<file path="src/rtl/pwm_capture32.sv">
// rtl/pwm_capture32.sv - PWM input capture: high time and period in prescaled ticks
// Back-to-back capture with optional timeout; results update together on o_valid.
module pwm_capture32 (
  input  logic        i_clk,
  input  logic        i_rst,
  input  logic [31:0] i_pre,
  input  logic [31:0] i_tmo,
  input  logic        i_capen,
  input  logic        i_clr_to,
  input  logic        i_pwm_in,
  output logic [31:0] o_high_time,
  output logic [31:0] o_period,
  output logic        o_valid,
  output logic        o_busy,
  output logic        o_timeout
);

  typedef enum logic [1:0] {
    ST_IDLE      = 2'd0,
    ST_WAIT_RISE = 2'd1,
    ST_HIGH      = 2'd2,
    ST_LOW       = 2'd3
  } state_t;

  state_t      r_state;
  logic        r_s1;
  logic        r_s2;
  logic        r_s3;
  logic [31:0] r_clkdiv;
  logic [31:0] r_cnt;
  logic [31:0] r_hlat;
  logic [31:0] r_high_time;
  logic [31:0] r_period;
  logic        r_valid;
  logic        r_timeout;

  logic        w_rise;
  logic        w_fall;
  logic        w_tick;
  logic [31:0] w_nxt;
  logic [31:0] w_clkdiv_nxt;
  logic        w_to_hit;

  // Rise and fall share the same two-edge latency, so durations are exact.
  assign w_rise       = r_s2 & ~r_s3;
  assign w_fall       = ~r_s2 & r_s3;
  assign w_tick       = (r_clkdiv == i_pre);
  assign w_nxt        = (w_tick && (r_cnt != 32'hFFFF_FFFF)) ? r_cnt + 32'd1 : r_cnt;
  assign w_clkdiv_nxt = w_tick ? 32'd0 : r_clkdiv + 32'd1;
  assign w_to_hit     = (i_tmo != 32'd0) && w_tick && (r_cnt == i_tmo);

  always_ff @(posedge i_clk) begin
    if (i_rst) begin
      r_state     <= ST_IDLE;
      r_s1        <= 1'b0;
      r_s2        <= 1'b0;
      r_s3        <= 1'b0;
      r_clkdiv    <= 32'd0;
      r_cnt       <= 32'd0;
      r_hlat      <= 32'd0;
      r_high_time <= 32'd0;
      r_period    <= 32'd0;
      r_valid     <= 1'b0;
      r_timeout   <= 1'b0;
    end else begin
      r_s1    <= i_pwm_in;
      r_s2    <= r_s1;
      r_s3    <= r_s2;
      r_valid <= 1'b0;
      if (i_clr_to) r_timeout <= 1'b0;

      if (!i_capen) begin
        r_state  <= ST_IDLE;
        r_clkdiv <= 32'd0;
      end else begin
        case (r_state)
          ST_IDLE: begin
            r_clkdiv <= 32'd0;
            r_state  <= ST_WAIT_RISE;
          end
          ST_WAIT_RISE: begin
            r_clkdiv <= 32'd0;
            if (w_rise) begin
              r_cnt   <= 32'd0;
              r_state <= ST_HIGH;
            end
          end
          ST_HIGH: begin
            if (w_fall) begin
              r_hlat   <= w_nxt;
              r_cnt    <= w_nxt;
              r_clkdiv <= w_clkdiv_nxt;
              r_state  <= ST_LOW;
            end else if (w_to_hit) begin
              r_timeout <= 1'b1;
              r_clkdiv  <= 32'd0;
              r_state   <= ST_WAIT_RISE;
            end else begin
              r_cnt    <= w_nxt;
              r_clkdiv <= w_clkdiv_nxt;
            end
          end
          ST_LOW: begin
            if (w_rise) begin
              r_high_time <= r_hlat;
              r_period    <= w_nxt;
              r_valid     <= 1'b1;
              r_cnt       <= 32'd0;
              r_clkdiv    <= 32'd0;
              r_state     <= ST_HIGH;
            end else if (w_to_hit) begin
              r_timeout <= 1'b1;
              r_clkdiv  <= 32'd0;
              r_state   <= ST_WAIT_RISE;
            end else begin
              r_cnt    <= w_nxt;
              r_clkdiv <= w_clkdiv_nxt;
            end
          end
          default: r_state <= ST_IDLE;
        endcase
      end
    end
  end

  assign o_high_time = r_high_time;
  assign o_period    = r_period;
  assign o_valid     = r_valid;
  assign o_busy      = (r_state == ST_HIGH) || (r_state == ST_LOW);
  assign o_timeout   = r_timeout;

endmodule
</file>
<file path="config.mk">
export PLATFORM = sky130hd
export DESIGN_NAME = pwm_capture32
export DESIGN_NICKNAME = d
export VERILOG_FILES = /design/src/rtl/pwm_capture32.sv
export SDC_FILE = /design/constraint.sdc
export NUM_CORES = 1
export LEC_CHECK = 0
export BUFFER_PORTS_ARGS = -buffer_cell sky130_fd_sc_hd__buf_2
export CORE_MARGIN = 1
export CORE_UTILIZATION = 60
export CTS_CLUSTER_SIZE = 24
export DETAILED_ROUTE_END_ITERATION = 8
export PLACE_DENSITY = 0.85
export SLEW_MARGIN = 25
export SYNTH_ARGS = -nofsm -noshare
export SYNTH_HDL_FRONTEND = slang
export SYNTH_SLANG_ARGS = --single-unit
export TNS_END_PERCENT = 20
</file>
<file path="constraint.sdc">
create_clock -name i_clk -period 5.3 [get_ports i_clk]
set_input_delay 0.265 -clock i_clk [delete_from_list [all_inputs] [get_ports i_clk]]
set_output_delay 0.265 -clock i_clk [all_outputs]
set_load 0.05 [all_outputs]
</file>
==> flow_metrics.py <==
metrics = {
    "worst_setup_path": {
        "crit_required_ps": 5650,
        "path_max_fanout": 14,
        "r2r_cells": 8,
        "criticalPathCategory": "reg -> reg",
        "arrival_ps": 3370,
        "crit_family": "simple AND/OR/NAND/NOR gates",
        "end_kind": "flip-flop",
        "critPathSlowestCell": "nor2_1",
        "crit_path_start_kind": "flip-flop",
        "crit_start": "r_clkdiv[0]",
        "rrSetupSlack_ps": 2280,
        "cpPeakStageDelay_ps": 720,
        "reg2reg_to": "r_cnt[7]",
        "worst-path-buf-inv": 1,
        "regToRegStartpoint": "r_clkdiv[0]",
        "crit_chain": "xor2_1 -> nor4_1 -> nand4_1 -> nor2_1 -> nand2_1 -> o31ai_1 -> buf_4 -> o2bb2ai_1",
    },
    "clock_tree": {
        "cts_root_buf": "clkbuf_16",
        "holdBufCountCts": 0,
        "cts_resized": 0,
        "cts_inserted_buffers": 17,
        "clkTransAtPathRegs_ps": 70,
        "clock_sinks": 167,
        "cts_tree": "built",
        "htree_levels": 4,
        "clockBufferDepth": 2,
        "clk_latency_ps": 430,
        "postCtsSetupBuffers": 0,
    },
    "routing": {
        "detail_route.iter0.violations": 766,
        "vias_per_cell": 5.97,
        "drc_errors": 0,
        "vias": 7278,
        "wire_per_inst_um": 17.3,
        "wl_um": 21100,
        "ant_nets": 0,
        "firstDrtPassIters": 5,
    },
    "yosys": {
        "ys_warn_count": 0,
        "synthMuxAreaShare_pct": 0.127,
        "yosysMostFrequentCell": "dfxtp_1",
        "syn_inst": 943,
        "synth_top_area_share_pct": 42.6,
        "yosys.area_share.simple_pct": 25.1,
        "syn_nets": 1014,
        "synthFlopType": "dfxtp_1",
        "synth_compound_gate_area_share_pct": 14.7,
        "synth_top_family_by_area": "simple AND/OR/NAND/NOR gates",
        "synthTopCellsByArea": "dfxtp_1 43%, xnor2_1 6.9%, a211oi_1 6.4%",
        "ys_seq_area_share_pct": 42.6,
        "async_flop_share_pct": 0,
        "synthAdderAreaFrac_pct": 0.319,
        "synth_commonest_cells": "167 x dfxtp_1, 118 x nor2_1, 105 x nand2_1",
        "avgSynthCellArea_um2": 8.33,
        "synth-xor-area-share_pct": 13.2,
        "ys_ff_latch": 167,
        "syn-cell-area_um2": 7850,
        "synth_top_cell_by_area": "dfxtp_1",
        "synth_edf_count": 0,
        "ys_types": 55,
    },
    "job": {
        "drv_cap": 0,
    },
    "floorplanning": {
        "start_util_pct": 62.0,
        "coreArea_um2": 12700,
        "dieArea_um2": 13500,
        "die_x_um": 116,
        "io_pins": 136,
        "rows": 41,
        "fp.dieH_um": 116,
    },
    "timing": {
        "setup_ws_ps": 2280,
        "fmax_ghz": 0.331,
        "drv_slew": 0,
        "tightest_slew_ps": 1020,
        "worst_slew_margin_rel_pct": 31.9,
        "finalCritPeriodShare_pct": 56.9,
        "fin_setup_tns_ps": 0,
        "rsz0062_at_grt": "no",
        "setup_violations": 0,
        "hold_ws_ps": 86.1,
        "clock_skew_ps": 9.83,
        "hold_viol": 0,
        "finalCriticalPeriod_ps": 3020,
    },
    "place": {
        "dp_slack_ps": 2420,
        "portBuffers": 135,
        "dp_cells": 1187,
        "place_hpwl_um": 15100,
        "place.gp.congestion": 0.936,
    },
    "grt": {
        "grt-ovfl-total": 0,
        "grt_pass1_wl_um": 33500,
        "grt_max_degree": 108,
        "antenna_found_initial": 0,
        "grt_usage_pct": 32.1,
        "grt_pass1_vias": 6492,
    },
    "worst_hold_path": {
        "hp-start": "i_pwm_in",
        "hold_depth": 2,
        "holdPathEnd": "r_s1",
        "min-delay-path-class": "in -> reg",
    },
    "layout": {
        "syn2layout_area_growth_pct": 16.2,
        "nFillCells": 1047,
        "n_antenna_cell": 0,
        "finalNonFillerCells": 1220,
        "drive_gt1_share_pct": 17.4,
        "nets": 1106,
    },
    "power": {
        "leakage_uw": 0.00319,
        "p_per_area_nw_per_um2": 281,
        "peakVddDrop_uv": 228,
    },
    "status": {
        "status": "completed",
    },
}
sequential cells by signal, indices dropped and copies added, names as in the netlist:
| register | count |
|---|---|
| r_s1 | 1 |
| r_hlat | 32 |
| r_s2 | 1 |
| r_clkdiv | 32 |
| o_period | 32 |
| o_valid | 1 |
| r_state | 2 |
| r_cnt | 32 |
| o_high_time | 32 |
| r_s3 | 1 |
| o_timeout | 1 |
logic make-up (layout without fill, tap and decap cells):
| family | Yosys count | count (layout) |
|---|---|---|
| muxes | 1 | 1 |
| buffers and inverters | 80 | 185 |
| xor gates and xnor gates | 118 | 118 |
| and+or+nand+nor | 406 | 406 |
| adders and majority gates | 2 | 2 |
| AOI/OAI and AO/OA | 169 | 169 |
| DFF | 167 | 167 |
final cells by class:
| type | count | area [µm²] | area share (%) |
|---|---|---|---|
| clock buffer | 19 | 433 | 4.74 |
| clock inverter | 13 | 139 | 1.52 |
| inverter | 9 | 33.8 | 0.370 |
| multi-input combinational | 696 | 4200 | 46.1 |
| sequential | 167 | 3340 | 36.6 |
| tap | 172 | 215 | 2.36 |
| timing repair buffer | 144 | 758 | 8.31 |
per-layer routing:
metal	wire length (µm)	track usage, %
met5	0	0
met4	274	8.80
met3	1800	7.37
met2	9510	48.8
met1	9560	45.7
worst max path at each step:
stage | to | slack [ps] | depth (start not counted)
after floorplan | r_cnt[28] | 2790 | 10
after global placement | r_cnt[22] | 2470 | 7
after detailed placement | r_cnt[13] | 2420 | 8
after CTS | r_cnt[9] | 2380 | 8
after global routing | r_cnt[7] | 2090 | 8
final | r_cnt[7] | 2280 | 8
stage by stage:
step | area (µm²) | power, µW | util, %
floorplan | 7850 | 1330 | -
global route | 9130 | 2630 | 72.0
finish | 9130 | 2570 | 72.0
global placement | 8530 | 1380 | 67.4
CTS | 9110 | 2570 | 71.9
detailed placement | 8530 | 1380 | 67.4
where the power goes:
group | leakage, µW | switching (µW) | internal, µW
clock | 0.000274 | 553 | 661
sequential | 0.00135 | 2.93 | 1260
combinational | 0.00157 | 51.9 | 40.4
total | 0.00319 | 608 | 1960
cells in the final DEF, fill, tap and decap left out, types with 16 or more instances in the layout:
cell type | synthesis | routed
a211oi_1 | 67 | 67
a21oi_1 | 44 | 44
buf_2 | 4 | 134
clkbuf_16 | 0 | 17
dfxtp_1 | 167 | 167
nand2_1 | 105 | 105
nand3_1 | 34 | 34
nand4_1 | 39 | 39
nor2_1 | 118 | 117
nor4_1 | 27 | 27
o21ai_0 | 16 | 16
xnor2_1 | 62 | 62
xor2_1 | 56 | 56
No activity file was read; power rests on OpenSTA's default activity.
